**config.mk**
```make
export PLATFORM = sky130hd
export DESIGN_NAME = aes_output_unloader
export DESIGN_NICKNAME = d
export VERILOG_FILES = /design/src/rtl/aes_unload_pkg.sv /design/src/rtl/aes_word_shifter.sv /design/src/rtl/aes_output_unloader.sv
export SDC_FILE = /design/constraint.sdc
export NUM_CORES = 1
export LEC_CHECK = 0
export CAP_MARGIN = 20
export CORE_MARGIN = 1.5
export CORE_UTILIZATION = 43
export DETAILED_ROUTE_END_ITERATION = 8
export PLACE_DENSITY = 0.78
export SYNTH_ARGS = -nofsm -noshare
export SYNTH_HDL_FRONTEND = slang
export SYNTH_SLANG_ARGS = --single-unit
```
**constraint.sdc**
```tcl
create_clock -name clk -period 1.5 [get_ports clk]
set_clock_uncertainty 0.1 [all_clocks]
set_input_delay 0.3 -clock clk [delete_from_list [all_inputs] [get_ports clk]]
set_output_delay 0.3 -clock clk [all_outputs]
set_load 0.01 [all_outputs]
```
**src/rtl/aes_unload_pkg.sv**
```systemverilog
// Shared types and defaults for the AES output unloader slice.
// Optional feature macro: AES_UNLOADER_PARITY_EN (adds out_parity output).
package aes_unload_pkg;

    localparam int DEF_DATA_WIDTH = 128;
    localparam int DEF_WORD_WIDTH = 32;

    typedef enum logic [1:0] {
        IDLE = 2'd0,
        WAIT = 2'd1,
        SEND = 2'd2
    } unload_state_e;

    // Word index width: clog2 of the word count, never narrower than one bit.
    function automatic int idx_width(input int num_words);
        return (num_words > 1) ? $clog2(num_words) : 1;
    endfunction

endpackage

```
**src/rtl/aes_word_shifter.sv**
```systemverilog
// Shift register and word index for serialising a cipher block, most
// significant word first. The presented word and last flag are registered.
// Optional feature macro: AES_UNLOADER_PARITY_EN (registered word parity).
module aes_word_shifter
    import aes_unload_pkg::*;
#(
    parameter int DATA_WIDTH = DEF_DATA_WIDTH,
    parameter int WORD_WIDTH = DEF_WORD_WIDTH
) (
    input  logic                  clk,
    input  logic                  n_rst,
    input  logic                  load,
    input  logic                  advance,
    input  logic [DATA_WIDTH-1:0] data_in,
    output logic [WORD_WIDTH-1:0] word,
    output logic                  last
`ifdef AES_UNLOADER_PARITY_EN
    ,
    output logic                  parity
`endif
);

    localparam int NUM_WORDS = DATA_WIDTH / WORD_WIDTH;
    localparam int IDX_W     = idx_width(NUM_WORDS);
    localparam logic [IDX_W-1:0] LAST_IDX = IDX_W'(NUM_WORDS - 1);

    logic [DATA_WIDTH-1:0] data_r;
    logic [DATA_WIDTH-1:0] data_next_s;
    logic [DATA_WIDTH-1:0] shifted_s;
    logic [IDX_W-1:0]      idx_r;
    logic [IDX_W-1:0]      idx_next_s;
    logic [WORD_WIDTH-1:0] word_r;
    logic [WORD_WIDTH-1:0] word_next_s;
    logic                  last_r;
    logic                  last_next_s;

    // Even parity of a word (XOR reduction).
    function automatic logic word_parity(input logic [WORD_WIDTH-1:0] w);
        return ^w;
    endfunction

    assign shifted_s = data_r << WORD_WIDTH;

    // Next-state of the shifter: load a block, step to the next word, or hold.
    always_comb begin
        data_next_s = data_r;
        idx_next_s  = idx_r;
        word_next_s = word_r;
        last_next_s = last_r;
        if (load) begin
            data_next_s = data_in;
            idx_next_s  = '0;
            word_next_s = data_in[DATA_WIDTH-1 -: WORD_WIDTH];
            last_next_s = (LAST_IDX == '0);
        end else if (advance) begin
            if (idx_r != LAST_IDX) begin
                data_next_s = shifted_s;
                idx_next_s  = idx_r + IDX_W'(1);
                word_next_s = shifted_s[DATA_WIDTH-1 -: WORD_WIDTH];
                last_next_s = ((idx_r + IDX_W'(1)) == LAST_IDX);
            end else begin
                // Final word consumed: index parks at the top, outputs go quiet.
                word_next_s = '0;
                last_next_s = 1'b0;
            end
        end else begin
            data_next_s = data_r;
            idx_next_s  = idx_r;
        end
    end

    // Shifter state registers with synchronous active-low reset.
    always_ff @(posedge clk) begin
        if (!n_rst) begin
            data_r <= '0;
            idx_r  <= '0;
            word_r <= '0;
            last_r <= 1'b0;
        end else begin
            data_r <= data_next_s;
            idx_r  <= idx_next_s;
            word_r <= word_next_s;
            last_r <= last_next_s;
        end
    end

`ifdef AES_UNLOADER_PARITY_EN
    logic parity_r;

    // Parity registered alongside the word it describes.
    always_ff @(posedge clk) begin
        if (!n_rst) begin
            parity_r <= 1'b0;
        end else begin
            parity_r <= word_parity(word_next_s);
        end
    end

    assign parity = parity_r;
`endif

    assign word = word_r;
    assign last = last_r;

endmodule

```
**src/rtl/aes_output_unloader.sv**
```systemverilog
// Waits for the 40-stage AES pipeline to finish a block, captures it and
// streams it out word by word over a valid/ready handshake.
// Optional feature macro: AES_UNLOADER_PARITY_EN (adds out_parity output).
module aes_output_unloader
    import aes_unload_pkg::*;
#(
    parameter int DATA_WIDTH = DEF_DATA_WIDTH,
    parameter int WORD_WIDTH = DEF_WORD_WIDTH
) (
    input  logic                  clk,
    input  logic                  n_rst,
    input  logic                  start,
    input  logic                  done_flag,
    input  logic [DATA_WIDTH-1:0] cipher_in,
    output logic                  count_enable,
    output logic [WORD_WIDTH-1:0] out_word,
    output logic                  out_valid,
    input  logic                  out_ready,
    output logic                  out_last,
    output logic                  busy
`ifdef AES_UNLOADER_PARITY_EN
    ,
    output logic                  out_parity
`endif
);

    unload_state_e state_r;
    unload_state_e state_next_s;
    logic          load_s;
    logic          advance_s;
    logic          count_enable_r;
    logic          out_valid_r;
    logic          busy_r;

    // Next-state logic; a transfer in SEND is simply out_ready since out_valid is 1 there.
    always_comb begin
        state_next_s = state_r;
        load_s       = 1'b0;
        advance_s    = 1'b0;
        case (state_r)
            IDLE: begin
                if (start) begin
                    state_next_s = WAIT;
                end else begin
                    state_next_s = IDLE;
                end
            end
            WAIT: begin
                if (done_flag) begin
                    state_next_s = SEND;
                    load_s       = 1'b1;
                end else begin
                    state_next_s = WAIT;
                end
            end
            SEND: begin
                if (out_ready) begin
                    advance_s = 1'b1;
                    if (out_last) begin
                        state_next_s = IDLE;
                    end else begin
                        state_next_s = SEND;
                    end
                end else begin
                    state_next_s = SEND;
                end
            end
            default: begin
                state_next_s = IDLE;
            end
        endcase
    end

    // State and Moore outputs, registered from the next state.
    always_ff @(posedge clk) begin
        if (!n_rst) begin
            state_r        <= IDLE;
            count_enable_r <= 1'b0;
            out_valid_r    <= 1'b0;
            busy_r         <= 1'b0;
        end else begin
            state_r        <= state_next_s;
            count_enable_r <= (state_next_s == WAIT);
            out_valid_r    <= (state_next_s == SEND);
            busy_r         <= (state_next_s != IDLE);
        end
    end

    aes_word_shifter #(
        .DATA_WIDTH (DATA_WIDTH),
        .WORD_WIDTH (WORD_WIDTH)
    ) u_shifter (
        .clk     (clk),
        .n_rst   (n_rst),
        .load    (load_s),
        .advance (advance_s),
        .data_in (cipher_in),
        .word    (out_word),
        .last    (out_last)
`ifdef AES_UNLOADER_PARITY_EN
        ,
        .parity  (out_parity)
`endif
    );

    assign count_enable = count_enable_r;
    assign out_valid    = out_valid_r;
    assign busy         = busy_r;

endmodule
```
Word-level counts from Yosys, hierarchy flattened
Index checks and enable logic that the tools add are counted.

storage, ports and cells
  register bits after elaboration = 136
  latch bits = 0
  bits in writable memories = 0
  ROM bits = 0
  input port bits = 133
  output and inout port bits = 36
  word-level logic and storage cells = 39
  memories = 0

operators by class
  $add $sub $neg = 1
  multiply operators = 0
  divide/modulo/power cells = 0
  order comparisons = 0
  eq/ne operators = 6
  shift-type cells = 0
  multiplexer cells = 16
  bitwise operators = 1
  reductions and logical operators = 7

operators with widths
  kind                   count
  $mux W96               3
  $mux W32               3
  $eq A2 B2 Y1 const B   3
  $mux W1                6
  $mux W2                3
  $pmux W2 S3            1
  $reduce_bool A2 Y1     3
  $eq A2 B1 Y1 const B   2
  $reduce_and A2 Y1      2
  $add A2 B1 Y2 const B  1
  $logic_not A2 Y1       1
  $ne A2 B2 Y1 const B   1
  $reduce_or A2 Y1       1
  $not A1 Y1             1

Longest topological paths before layout
Gate-level depths: netlist (run 1).

  depth after elaboration = 4
  gate-level depth with buffers = 7
  gate-level depth less buffers = 4

By module
A second synthesis (run 1) with hierarchy kept.

second synthesis, totals
  cell total of the unflattened synthesis = 660
  area total of the unflattened synthesis = 5569.1 um^2

by module, submodules not included
  module               instances  cells an instance  area an instance (um^2)  sequential area each (um^2)
  aes_word_shifter     1          642                5393.9                   2622.5
  aes_output_unloader  1          18                 175.2                    100.1

Least setup slack after synthesis (run 1)
Ideal clock, no wire load.

  path kind = reg2reg
  start point = register u_shifter.idx_r[0]
  end point = register u_shifter.data_r[95]
  setup time = 124 ps
  data arrival time = 1341 ps
  data required time = 1276 ps
  setup slack = -64 ps
  cell stages (with the launch flop) = 7
  buffers on the path = 2
  clock period less this slack = 1564 ps
  cells stage by stage = dfxtp_1 -> ha_1 -> nand4bb_1 -> buf_2 -> buf_2 -> o21ai_0 -> a21oi_1

on the way
  cells in the longest elaborated chain, start to end = 3

RTL lines
  what                          RTL line                RTL
  from (decl)                   aes_word_shifter.sv:30  logic [IDX_W-1:0] idx_r;
  from (signal assigned)        aes_word_shifter.sv:81  idx_r <= idx_next_s;
  $ne A2 B2 Y1                  aes_word_shifter.sv:56  if (idx_r != LAST_IDX) begin
  $reduce_bool A2 Y1 (no line)  -
  $reduce_and A2 Y1 (no line)   -
  to (signal assigned)          aes_word_shifter.sv:80  data_r <= data_next_s;
  to (decl)                     aes_word_shifter.sv:27  logic [DATA_WIDTH-1:0] data_r;

Every way passes these cells.
A chain may end at the register's enable or synchronous reset.

Worst setup path in the final report (run 1)
  start point = register u_shifter.idx_r[1]
  end point = register u_shifter.data_r[40]

The elaborated chain is that of the path after synthesis.

==> results of run 1 <==
sequential cells by signal (all words and copies together), names as in the netlist:
name / cells
u_shifter.idx_r: 2
count_enable: 1
state_r: 2
u_shifter.word: 32
u_shifter.data_r: 96
u_shifter.last: 1
busy: 1
out_valid: 1
cell usage after synthesis, types with 2 or more instances:
library cell	n	area, µm²
nand2_1	133	499
clkbuf_1	39	146
nor2_1	2	7.51
a21boi_0	23	173
nor3_1	2	10.0
a31oi_1	32	200
inv_1	3	11.3
nand3b_1	2	15.0
nand2b_1	3	18.8
buf_1	3	11.3
buf_2	31	155
buf_4	3	22.5
ha_1	2	25.0
a21boi_1	9	67.6
o31ai_1	64	480
nand3_1	63	315
and2_1	2	12.5
a21oi_1	67	335
o21ai_0	94	470
dfxtp_1	136	2720
and3b_1	2	17.5
layout by cell type (no fill, tap or decap), drive strengths merged, types with 32 or more instances in the layout:
cell and instances:
a31oi 32, nand2 133, a21oi 67, clkdlybuf4s50 130
o31ai 64, dlygate4sd2 36, a21boi 32, dfxtp 136
o21ai 95, nand3 63, buf 54
through the flow:
step / instance area [µm²] / power [W]
4_1_cts: 8620 / 0.00920
3_3_place_gp: 8020 / 0.00537
3_5_place_dp: 8020 / 0.00539
2_1_floorplan: 5830 / 0.00462
6_report: 8970 / 0.00932
5_1_grt: 8970 / 0.00964
logic make-up after synthesis:
logic type,after synthesis
compound gates,293
xor+xnor,1
fa+ha+maj,2
buf+inv,80
flops,136
simple gates,211
worst max-delay path by stage:
stage | start | end | slack, ps | depth (start not counted)
6_report | u_shifter.idx_r[1]$_SDFFE_PP0P_ | u_shifter.data_r[40]$_SDFFE_PN0P_ | -90 | 5
2_1_floorplan | u_shifter.idx_r[1]$_SDFFE_PP0P_ | u_shifter.data_r[75]$_SDFFE_PN0P_ | 20 | 6
5_1_grt | u_shifter.idx_r[1]$_SDFFE_PP0P_ | u_shifter.data_r[55]$_SDFFE_PN0P_ | -130 | 5
3_3_place_gp | out_ready | u_shifter.data_r[34]$_SDFFE_PN0P_ | -390 | 6
4_1_cts | u_shifter.idx_r[1]$_SDFFE_PP0P_ | u_shifter.data_r[84]$_SDFFE_PN0P_ | -40 | 5
3_5_place_dp | out_ready | u_shifter.data_r[89]$_SDFFE_PN0P_ | -400 | 6
worst max-delay path: cells and delay by family (launching register included):
family	cells	cell delay, ps
fa+ha+maj	1	160
simple gates	1	460
compound gates	2	210
buf+inv	1	240
flops	1	330
layer usage:
metal	track usage (%)	vias up
met5	0	-
met4	9.34	0
met3	4.60	34
met2	36.2	270
met1	34.5	2850
li1	-	2941
cell type report:
cell class | instances | area, µm² | area share [%]
flip-flops and latches | 136 | 2730 | 30.4
repair buffers | 228 | 2510 | 28.0
multi-input cells | 507 | 2960 | 33.0
inverters | 3 | 11.3 | 0.126
clock inverters | 4 | 45.0 | 0.502
well taps | 176 | 220 | 2.46
clock buffers | 24 | 492 | 5.48
power groups by stage:
stage / Combinational [W] / Sequential [W] / Clock, W
floorplan: 0.000567 / 0.00405 / 0
global placement: 0.00130 / 0.00407 / 0
detailed placement: 0.00132 / 0.00407 / 0
CTS: 0.00132 / 0.00400 / 0.00387
global route: 0.00156 / 0.00404 / 0.00403
finish: 0.00145 / 0.00403 / 0.00384
repair_timing:
action                                  4_1_cts  5_1_grt
gates cloned                                  1        7
hold endpoints to repair                      0        0
pin swaps                                     1        1
endpoints found under the setup margin      104      119
buffers inserted                              0        2
hold buffers                                  0        0
gates resized for setup                      85       64
==> reports/metrics.cfg, run 1 <==
[logic_synthesis]
synthAdderAreaFrac_pct = 0.433
synth_area_um2 = 5780
synthFlopType = dfxtp_1
async_flop_share_pct = 0
synth_seq_cells = 136
synth_top_family_by_area = compound AO/OA/AOI/OAI gates
yosys_warnings = 0
synthMuxAreaShare_pct = 0
synth-compound-area-share_pct = 30.4
synthCells = 723
syn_nets = 858
synth_edf_count = 0
synth_cell_types = 29
syn_avg_cell_area_um2 = 8.00
yosys.area_share.simple_pct = 15.9
synth_xor_area_share_pct = 0.151
yosysSeqAreaShare_pct = 47.1

[timing]
fin_crit_sh_pct = 106
setup_violations = 57
hold_ws_ps = 195
setup_slack_ps = -93.7
worst_pin_slew_ps = 309
maxSlewHeadroom_pct = 79.2
rsz0062_at_grt = yes
period_needed_ps = 1590
tns_ps = -2180
max_freq_mhz = 627
slew_violations = 0
hold_violations = 0

[global_routing]
antenna_found_initial = 0
grt_overflow = 0
grt_pass1_vias = 5456
grt_pass1_wl_um = 27600
grt_max_degree = 56
grt_use_total_pct = 24.2

[floorplanning]
die_area_um2 = 14200
ios = 169
die_x_um = 119
initial_core_util_pct = 43.8
row_count = 42
fp.dieH_um = 119
core-area_um2 = 13200

[cts]
cts_tree = built
cts.sinks = 136
cts_root_buffer = clkbuf_16
cts.reportedPaths.clkPinSlew_ps = 50
clk_latency_ps = 410
clockBufferDepth = 2
cts-buffers-inserted = 17
htreeDepth = 4

[worst_setup_path]
critPathKind = reg2reg
crit_fanout = 16
reg2reg_depth = 5
cpMaxStageDelayCell = and4bb_4
startpoint_type = flip-flop
end_kind = flip-flop
path_cells = ha_4, and4bb_4, clkbuf_16, o31ai_1, a21oi_1
rrSetupSlack_ps = -90
arrival_ps = 1830
r2r-end = u_shifter.data_r[40]$_SDFFE_PN0P_
max_stage_delay_ps = 460
cp_data_required_time_ps = 1740
reg2reg_from = u_shifter.idx_r[1]$_SDFFE_PP0P_

[finish]
fin_nets = 1028
finish.utilization_pct = 68.0
fillers = 1007
instances_no_fill = 1078
drive_above_1_share_pct = 14.2
area_growth_pct = 55.1
diodes = 0

[place]
dp_hpwl_um = 11300
dp.cells = 1040
pre_cts_slack_ps = -401
gp_congestion = 0.803
port-buffer-count = 168

[run_status]
outcome = finished with violations
violations = setup timing

[power_and_ir_drop]
p_seq_share_pct = 43.2
p_int_w = 0.00707
power_switching_w = 0.00225
p_sw_share_pct = 24.1
ir_drop_uv = 766
p_per_area_nw_per_um2 = 1040
comb_power_share_pct = 15.6
power_frac_clock_pct = 41.2
leakage_nw = 3.49

[drt]
first_iter_violations = 657
routed.top_layer = met4
antenna_left = 0
met3_length_um = 1260
wl_met1_um = 8530
route.met2.wl_um = 8420
avgRoutedWirePerCell_um = 17.2
drc = 0
drt_first_pass_iters = 7
wl_um = 18600
viasPerCell = 5.65
vias = 6095

[hold_path]
hold_class = in2reg
min_path_cells = 3
hold_path_end = u_shifter.data_r[86]$_SDFFE_PN0P_
hold_start = n_rst

[run]
drv_cap = 0

Note: power is estimated with default switching activity, not from simulation.
==> run 2, diff against run 1 <==
--- a/config.mk
+++ b/config.mk
@@ -6,10 +6,12 @@
 export NUM_CORES = 1
 export LEC_CHECK = 0
 export CAP_MARGIN = 20
+export CELL_PAD_IN_SITES_DETAIL_PLACEMENT = 1
+export CELL_PAD_IN_SITES_GLOBAL_PLACEMENT = 1
 export CORE_MARGIN = 1.5
-export CORE_UTILIZATION = 43
+export CORE_UTILIZATION = 31
 export DETAILED_ROUTE_END_ITERATION = 8
-export PLACE_DENSITY = 0.78
+export PLACE_DENSITY = 0.77
 export SYNTH_ARGS = -nofsm -noshare
 export SYNTH_HDL_FRONTEND = slang
 export SYNTH_SLANG_ARGS = --single-unit
==> reports/metrics.cfg, run 2 (same netlist as run 1, synthesis figures left out) <==
[global_routing]
grt_pass1_vias = 5899
grt_use_total_pct = 20.0
grt_max_degree = 44
antenna_found_initial = 0
grt_pass1_wl_um = 31000
grt_overflow = 0

[run_status]
violations = DRC, setup timing
outcome = finished with violations

[place]
port-buffer-count = 168
dp_hpwl_um = 13200
dp.cells = 1090
gp_congestion = 0.754

[cts]
cts.reportedPaths.clkPinSlew_ps = 60
clk_latency_ps = 430
cts.sinks = 136
cts-buffers-inserted = 17
cts_tree = built
cts_root_buffer = clkbuf_16
clockBufferDepth = 2
htreeDepth = 4

[floorplanning]
core-area_um2 = 18100
die_area_um2 = 19500
row_count = 49
fp.dieH_um = 140
initial_core_util_pct = 31.9
ios = 169
die_x_um = 140

[worst_setup_path]
critPathKind = reg2reg
end_kind = flip-flop
startpoint_type = flip-flop
worstSetupStartpoint = u_shifter.idx_r[0]$_SDFFE_PP0P_
rrSetupSlack_ps = -190
reg2reg_from = u_shifter.idx_r[0]$_SDFFE_PP0P_
cp_data_required_time_ps = 1700
reg2reg_depth = 7
crit_fanout = 7
r2r-end = u_shifter.data_r[56]$_SDFFE_PN0P_
arrival_ps = 1890

[timing]
period_needed_ps = 1690
fin_crit_sh_pct = 113
worst_pin_slew_ps = 518
hold_violations = 0
slew_violations = 0
hold_ws_ps = 245
maxSlewHeadroom_pct = 65.5
max_freq_mhz = 592
setup_violations = 105
rsz0062_at_grt = yes
setup_slack_ps = -190

[run]
drv_cap = 0

[hold_path]
hold_path_end = count_enable$_SDFF_PN0_
hold_start = done_flag
min_path_cells = 3
hold_class = in2reg

[finish]
layout_common_cells = dfxtp_1 (132), nand2_1 (129), clkdlybuf4s50_1 (129)
area_growth_pct = 73.2
largest_reg_flops = 96
fin_nets = 1054
diodes = 0
final_common_cell = dfxtp_1
largest_register = u_shifter.data_r
drive_above_1_share_pct = 27.6
instances_no_fill = 1159

[drt]
wl_um = 24800
antenna_left = 0
avgRoutedWirePerCell_um = 21.4
vias = 6320
drc = 13
drt_first_pass_iters = 7
first_iter_violations = 335
viasPerCell = 5.45

[power_and_ir_drop]
p_per_area_nw_per_um2 = 983
leakage_nw = 3.80
ir_drop_uv = 746

## run 2: cell types whose count changed in the layout (fill, tap and decap cells not counted), moves of 9 or more
cell,delta
a21oi_1,-9
a21oi_2,+9
buf_6,+14
clkbuf_16,+9
o21ai_0,-33
o21ai_1,-18
o21ai_2,+41
o21ai_4,+10
o31ai_1,-29
o31ai_2,+28
## run 2: per-layer routing
layer	vias to the layer above	wire length [µm]	global-route usage, %	share of wire (%)
li1	2995	-	-	-
met1	3097	11000	28.7	45
met2	197	12000	30.0	48
met3	31	1290	3.92	5.2
met4	0	465	6.43	1.9
met5	-	0	0	0
## run 2: final cells by class
| class | count | area (µm²) |
|---|---|---|
| well taps | 229 | 287 |
| clock inverters | 8 | 72.6 |
| fillers | 1998 | 8130 |
| inverters | 3 | 11.3 |
| multi-input cells | 508 | 3480 |
| flip-flops and latches | 136 | 2730 |
| clock buffers | 22 | 484 |
| repair buffers | 253 | 2950 |
## run 2: worst max-delay path by stage
stage                                   endpoint  depth (start not counted)
2_1_floorplan  u_shifter.data_r[75]$_SDFFE_PN0P_                          6
3_3_place_gp    u_shifter.data_r[9]$_SDFFE_PN0P_                          6
3_5_place_dp   u_shifter.data_r[12]$_SDFFE_PN0P_                          6
4_1_cts        u_shifter.data_r[45]$_SDFFE_PN0P_                          6
5_1_grt        u_shifter.data_r[56]$_SDFFE_PN0P_                          7
6_report       u_shifter.data_r[56]$_SDFFE_PN0P_                          7
## run 2: worst max-delay path, stage by stage (launching register included)
cell and delay [ps]:
dfxtp_2 350, ha_4 170, nand4bb_4 260, buf_6 160, buf_12 140, buf_4 140, o21ai_2 140, a21oi_1 100
## run 2: stage by stage
step	power [W]	instance area, µm²	setup TNS (ps)	util (%)	worst slack, ps
floorplan	0.00462	5830	0	-	22.6
global placement	0.00537	8020	-41840	44.2	-425
detailed placement	0.00540	8020	-44570	44.2	-466
CTS	0.00936	8670	-313	47.8	-42.6
global route	0.0102	10000	-10590	55.2	-227
finish	0.00985	10000	-6360	55.2	-190
## run 2: what timing repair did
| item | in CTS | in global routing |
|---|---|---|
| cloned | 1 | 24 |
| setup buffers | 2 | 16 |
| pin swaps | 1 | 31 |
| setup endpoints to repair | 140 | 119 |
| hold buffers | 0 | 0 |
| resized for setup | 76 | 245 |
| endpoints found under the hold margin | 0 | 0 |
## run 2: report_power, final
group,switching [W],internal [W],leakage (nW)
Sequential,0.000216,0.00386,1.11
Clock,0.00160,0.00242,0.270
Combinational,0.000796,0.000957,2.42
Total,0.00261,0.00724,3.80
==> run 3, diff against run 2 <==
--- a/config.mk
+++ b/config.mk
@@ -11,7 +11,8 @@
 export CORE_MARGIN = 1.5
 export CORE_UTILIZATION = 31
 export DETAILED_ROUTE_END_ITERATION = 8
-export PLACE_DENSITY = 0.77
+export GPL_ROUTABILITY_DRIVEN = 0
+export PLACE_DENSITY_LB_ADDON = 0.15
 export SYNTH_ARGS = -nofsm -noshare
 export SYNTH_HDL_FRONTEND = slang
 export SYNTH_SLANG_ARGS = --single-unit
==> reports/metrics.cfg, run 3 (same netlist as run 1, synthesis figures left out) <==
[finish]
fillers = 2045
largest_register = u_shifter.data_r
area_growth_pct = 64.2
drive_above_1_share_pct = 20.7
final_common_cell = dfxtp_1
final_area_um2 = 9500
fin_nets = 1039
largest_reg_flops = 96
layout_common_cells = dfxtp_1 (131), clkdlybuf4s50_1 (130), nand2_1 (127)

[timing]
hold_ws_ps = 157
worst_pin_slew_ps = 291
slew_violations = 0
period_needed_ps = 1560
setup_slack_ps = -60.1
setup_violations = 24
max_freq_mhz = 641
tns_ps = -576
fin_crit_sh_pct = 104
maxSlewHeadroom_pct = 80.5
rsz0062_at_grt = yes
hold_violations = 0

[worst_setup_path]
reg2reg_depth = 8
endpoint = u_shifter.data_r[42]$_SDFFE_PN0P_
arrival_ps = 1760
critPathKind = reg2reg
worstSetupStartpoint = state_r[1]$_SDFF_PN0_
rrSetupSlack_ps = -60
r2r-end = u_shifter.data_r[42]$_SDFFE_PN0P_
startpoint_type = flip-flop
reg2reg_from = state_r[1]$_SDFF_PN0_
end_kind = flip-flop
crit_fanout = 8
cp_data_required_time_ps = 1700

[drt]
first_iter_violations = 311
drt_first_pass_iters = 6
viasPerCell = 5.36
antenna_left = 0
vias = 6152
drc = 28
wl_um = 22500
avgRoutedWirePerCell_um = 19.6

[floorplanning]
fp.dieH_um = 140
core-area_um2 = 18100
ios = 169
initial_core_util_pct = 31.9
die_area_um2 = 19500
row_count = 49
die_x_um = 140

[cts]
clk_latency_ps = 430
cts.reportedPaths.clkPinSlew_ps = 60
htreeDepth = 4
clockBufferDepth = 2
cts.sinks = 136
cts_tree = built
cts_root_buffer = clkbuf_16
cts-buffers-inserted = 17

[power_and_ir_drop]
leakage_nw = 3.66
ir_drop_uv = 789
p_per_area_nw_per_um2 = 1070

[hold_path]
hold_class = in2reg

[global_routing]
grt_pass1_vias = 6070
antenna_found_initial = 0
grt_use_total_pct = 20.8
grt_pass1_wl_um = 32400
grt_max_degree = 52
grt_overflow = 0

[run_status]
violations = DRC, setup timing
outcome = finished with violations

[place]
port-buffer-count = 168
placed_cell_area_um2 = 8110
dp_hpwl_um = 14000
pre_cts_slack_ps = -449

[run]
drv_cap = 0

[run 3: cell type report]
| type | instances | area, µm² | share of cell area (%) |
|---|---|---|---|
| sequential | 136 | 2730 | 28.8 |
| timing repair buffer | 239 | 2710 | 28.5 |
| clock inverter | 7 | 138 | 1.45 |
| multi-input combinational | 507 | 3120 | 32.8 |
| inverter | 3 | 11.3 | 0.119 |
| tap | 229 | 287 | 3.02 |
| antenna | 1 | 2.50 | 0.0263 |
| clock buffer | 25 | 505 | 5.32 |
[run 3: report_power, final]
group	internal, W	total [W]	switching (W)
Clock	0.00300	0.00454	0.00154
Sequential	0.00386	0.00404	0.000177
Combinational	0.000890	0.00163	0.000736
[run 3: worst min path at each step]
stage,start,to,slack [ps],depth (start not counted)
global placement,u_shifter.word[2]$_SDFFE_PN0P_,u_shifter.word[2]$_SDFFE_PN0P_,360,2
CTS,n_rst,u_shifter.word[1]$_SDFFE_PN0P_,150,3
detailed placement,u_shifter.data_r[22]$_SDFFE_PN0P_,u_shifter.data_r[22]$_SDFFE_PN0P_,360,2
floorplan,cipher_in[32],u_shifter.data_r[32]$_SDFFE_PN0P_,330,2
finish,n_rst,u_shifter.word[24]$_SDFFE_PN0P_,160,3
global route,n_rst,u_shifter.word[24]$_SDFFE_PN0P_,170,3
[run 3: worst max-delay path, cell delays in order, from the launching register on]
cell and delay (ps):
dfxtp_2 330, buf_6 120, nand3b_1 160, buf_6 150
buf_12 150, buf_12 130, buf_12 130, o21ai_2 70
a21oi_1 90
[run 3: through the flow]
| stage | std cells | power [W] | util [%] |
|---|---|---|---|
| floorplan | 723 | 0.00462 | - |
| global placement | 1095 | 0.00541 | 44.7 |
| detailed placement | 1095 | 0.00545 | 44.7 |
| CTS | 1132 | 0.0100 | 49.0 |
| global route | 1146 | 0.0106 | 52.3 |
| finish | 1147 | 0.0102 | 52.3 |
[run 3: timing repair]
item | 4_1_cts | 5_1_grt
hold buffers | 0 | 0
endpoints found under the setup margin | 110 | 126
setup buffers | 4 | 5
gates resized for setup | 102 | 141
pin swaps | 1 | 22
gates cloned | 1 | 10
[run 3: routing by layer]
layer	routed length, µm	part of all wire [%]	track usage (%)
met5	0	0	0
met4	357	1.6	6.76
met1	10400	46	29.3
met2	10600	47	32.3
met3	1200	5.3	3.82
==> RTL change 1 (config.mk and constraints of run 1) <==
The output `count_enable` loses its register stage (`count_enable_r` becomes a continuous assignment).
--- a/src/rtl/aes_output_unloader.sv
+++ b/src/rtl/aes_output_unloader.sv
@@ -75,16 +75,16 @@
     always_ff @(posedge clk) begin
         if (!n_rst) begin
             state_r        <= IDLE;
-            count_enable_r <= 1'b0;
             out_valid_r    <= 1'b0;
             busy_r         <= 1'b0;
         end else begin
             state_r        <= state_next_s;
-            count_enable_r <= (state_next_s == WAIT);
             out_valid_r    <= (state_next_s == SEND);
             busy_r         <= (state_next_s != IDLE);
         end
     end
+
+    assign count_enable_r = (state_next_s == WAIT);
 
     aes_word_shifter #(
         .DATA_WIDTH (DATA_WIDTH),
Behaviour: not the same (a bounded check fails within 4 cycles, from zero or initial values and one cycle with n_rst low).
==> RTL change 1 against run 1 <==
- the flow still finishes with violations (negative setup slack)
- synthesized area up 0.48%
- wire length up 66%
- setup slack worse by 490 ps
- count of clock-buffer cells in the layout down 4
- die area up 0.46%
- sequential cell count down 1
- design area up 26%
- critical path depth up 4
- highest routed layer unchanged
- total power up 19%
==> RTL change 1: results (changes against run 1) <==
* Status: finished with violations
* Failing checks: negative setup slack
* VDD IR max at 0.921 mV (+20%)
* Vias in the first global route at 6822 (+25%)
* Post-Synth XOR/XNOR Area at 0.151% (-0.00072 points)
* First-pass GRT wire length at 38.0 mm (+38%)
* Area share of fa/ha/maj cells after synthesis at 0.431% (-0.0020 points)
* WL/cell at 27.2 um (+58%)
* DRT iter0 DRCs at 1181 (+80%)
* Setup TNS at -25260 ps (-23090 ps)
* Post-synth top cells: dfxtp_1, nand2_1, o21ai_0
* Largest net degree at the start of global routing at 37 (-34%)
* Hold Slack at 189 ps (-5.88 ps)
* Mapped Nets at 855 (-0.35%)
* Crit path DAT at 2280 ps (+450 ps)
* DP HPWL at 10.9 mm (-3.3%)
* Overall routing resource usage at 34.6% (+10 points)
* Worst-path fanout max at 10 (-6)
* Synth top area cells: dfxtp_1, nand2_1, o31ai_1, o21ai_0, a21oi_1
* Placed Area at 7940 um2 (-0.92%)
* Beginning of the critical path: state_r[0]
* Clk_lat worst skew at 440 ps (+30 ps)
* Fillers at 556 (-45%)
* RR Endpoint: u_shifter.data_r[46]
* Setup violations, final at 136 (+140%)
* Hold Path Sink: u_shifter.data_r[9]
* FF-to-FF path depth at 9 (+4)
* Hold Crit Depth at 2 (-1)
* Post-route setup slack at -581 ps (-487 ps)
## RTL change 1: cell types whose count changed in the layout (fill, tap and decap cells not counted), sizes merged, moves of 2 or more
| cell | change |
|---|---|
| buf | +47 |
| dlygate4sd2 | -3 |
| bufbuf | +2 |
| bufinv | +4 |
| clkinvlp | +2 |
| clkbuf | -3 |
| o21a | +2 |
| clkinv | +2 |
## RTL change 1: worst max-delay path by stage
| stage | to | slack [ps] |
|---|---|---|
| 6_report | u_shifter.data_r[46] | -580 |
| 5_1_grt | u_shifter.data_r[46] | -590 |
| 4_1_cts | u_shifter.data_r[95] | -160 |
| 3_5_place_dp | u_shifter.data_r[6] | -500 |
| 3_3_place_gp | count_enable | -480 |
| 2_1_floorplan | u_shifter.data_r[57] | 30 |
## RTL change 1: cell type report
class	instances	area share [%]
inverter	2	0.0664
tap	176	1.95
timing repair buffer	276	31.3
clock buffer	20	4.13
antenna	1	0.0221
multi-input combinational	508	36.9
clock inverter	12	1.75
sequential	135	23.9
## RTL change 1: kinds of logic (layout without fill, tap and decap cells)
kind of cell / count (synthesis) / after routing
buffers and inverters: 79 / 310
XOR/XNOR: 1 / 1
adder cells (fa/ha/maj): 2 / 2
flip-flops: 135 / 135
AND/OR/NAND/NOR: 209 / 211
other: 0 / 1
AO/OA/AOI/OAI: 294 / 294
## RTL change 1: what timing repair did
action	4_1_cts	5_1_grt
setup buffers	27	11
hold endpoints to repair	0	0
pin swaps	61	86
resized for setup	257	217
endpoints found under the setup margin	105	135
gates cloned	33	9
## RTL change 1: power by group through the flow
stage	combinational [mW]	sequential, mW	clock (mW)
4_1_cts	1.82	4.00	4.67
3_5_place_dp	1.30	4.04	0
6_report	2.23	4.11	4.78
5_1_grt	2.31	4.11	4.90
2_1_floorplan	0.578	4.02	0
3_3_place_gp	1.29	4.03	0
## RTL change 1: critical path, cell delays in order (launching register included)
cell and delay [ps]:
dfxtp_2 330, buf_6 120, buf_6 130, buf_6 130, nand3b_4 150, buf_4 150, buf_8 120, buf_12 150
o21ai_0 160, a21oi_1 410
## RTL change 1: metal layers
| layer | up-vias | share of wire, % | GRT usage [%] |
|---|---|---|---|
| met5 | - | 0 | 0 |
| met1 | 3578 | 35 | 42.0 |
| met2 | 640 | 47 | 56.8 |
| met3 | 216 | 10 | 7.38 |
| met4 | 0 | 8.2 | 19.6 |
| li1 | 3062 | - | - |
## RTL change 1: metrics by stage
step | power [mW] | setup slack, ps | util (%) | cells
global route | 11.3 | -587 | 85.7 | 1130
detailed placement | 5.34 | -504 | 60.2 | 1034
global placement | 5.33 | -482 | 60.2 | 1034
floorplan | 4.60 | 26.3 | - | 720
finish | 11.1 | -581 | 85.7 | 1130
CTS | 10.5 | -164 | 79.2 | 1125
==> RTL change 2 (config.mk and constraints of run 1) <==
Made on the original files. Change the package constant `DEF_DATA_WIDTH` from 128 to 256.
--- a/src/rtl/aes_unload_pkg.sv
+++ b/src/rtl/aes_unload_pkg.sv
@@ -2,7 +2,7 @@
 // Optional feature macro: AES_UNLOADER_PARITY_EN (adds out_parity output).
 package aes_unload_pkg;
 
-    localparam int DEF_DATA_WIDTH = 128;
+    localparam int DEF_DATA_WIDTH = 256;
     localparam int DEF_WORD_WIDTH = 32;
 
     typedef enum logic [1:0] {
Ports: changed (resized cipher_in); port bits go from 169 to 297. The function was not compared with the original's and may differ.
==> RTL change 2 against run 1 <==
- the run still ends with negative setup slack left
- sequential cell count grew 129
- design area grew 95%
- count of clock-buffer cells in the layout grew 18
- critical path depth grew 2
- synthesized area grew 100%
- setup slack lost 240 ps
- wire length grew 110%
- total power grew 92%
==> RTL change 2: results (changes against run 1) <==
* DRT iter0 DRCs at 919 (+40%)
* Comb pwr at 2.94 mW (+100%)
* M1 WL at 17.3 mm (+100%)
* DR vias at 12100 (+99%)
* DR WL met2 at 18.2 mm (+120%)
* Crit path DAT at 2180 ps (+350 ps)
* Post-route setup slack at -330 ps (-237 ps)
* Initial DRT Pass Iterations at 6 (-1)
* Number of port buffers at 296 (+76%)
* Bufs w/o clock at 410 (+80%)
* RR Endpoint: u_shifter.data_r[213]
* Post-synth top cells: dfxtp_1, nand2_1, o21ai_0
* Post-synthesis sequential area ratio at 45.1% (-2.0 points)
* Multi-input comb cells at 1025 (+100%)
* VDD IR max at 0.630 mV (-18%)
* Overall routing resource usage at 26.2% (+2.0 points)
* Placed Area at 15700 um2 (+96%)
* FF-to-FF path depth at 7 (+2)
* First-pass GRT wire length at 60.4 mm (+120%)
* # Post-CTS Setup Buffers at 7 (+7)
* Status: finished with violations
* Sequential power share at 44.4% (+1.2 points)
* Relative slew slack at 75.5% (-3.7 points)
* Total CTS buffers at 29 (+12)
* GR met2 Demand/Resource at 43.4% (+7.3 points)
* Nets at 1998 (+94%)
* CP Capture Point: u_shifter.data_r[213]
* Mapped Nets at 1723 (+100%)
* Leakage at 6.70 nW (+92%)
* Fillers at 2125 (+110%)
* Hold Slack at 109 ps (-86.0 ps)
* Setup violations, final at 260 (+360%)
* WL/cell at 18.9 um (+9.4%)
* Share of layout cells above drive strength 1 at 18.2% (+4.1 points)
* Hold Path Sink: u_shifter.data_r[96]
* Clk_lat worst skew at 540 ps (+130 ps)
* Vias in the first global route at 11300 (+110%)
* Clock-cell share of area at 5.32% (-0.66 points)
* Nonclk inv count at 2 (-1)
* Largest register FFs at 224 (+130%)
* Setup TNS at -56210 ps (-54040 ps)
* Failing checks: negative setup slack
* # resized after CTS at 221 (+160%)
* Synth top area cells: dfxtp_1, o31ai_1, o21ai_0, nand2_1, a21oi_1
* Reg area at 5320 um2 (+95%)
* DP HPWL at 26.7 mm (+140%)
* GP Congestion at 0.876 (+9.2%)
* Clock buffer depth at 3 (+1)
* Signal buffers share of area at 25.5% (-2.6 points)
* Seq cells post-synth at 265 (+95%)
* Largest net degree at the start of global routing at 52 (-7.1%)
## RTL change 2: cells by family (layout without fill, tap and decap cells)
group,count (synthesis),count (layout),share of synthesized area (%)
compound gates,679,679,34.1
xor+xnor,1,1,0.0745
simple gates,341,341,12.8
flops,265,265,45.1
buf+inv,168,464,7.53
fa+ha+maj,4,4,0.426
## RTL change 2: stage by stage
| step | power (mW) | setup WS (ps) | utilization (%) |
|---|---|---|---|
| 6_report | 17.9 | -330 | 64.9 |
| 5_1_grt | 18.6 | -396 | 64.9 |
| 4_1_cts | 17.7 | -267 | 62.7 |
| 3_5_place_dp | 10.7 | -464 | 58.3 |
| 3_3_place_gp | 10.7 | -462 | 58.3 |
| 2_1_floorplan | 9.28 | -143 | - |
## RTL change 2: critical path: stages, from the launching register on
cell and delay (ps):
dfxtp_2 330, ha_4 170, ha_4 160, and4bb_4 390, buf_12 190, buf_16 130
o31ai_2 60, a21oi_1 210
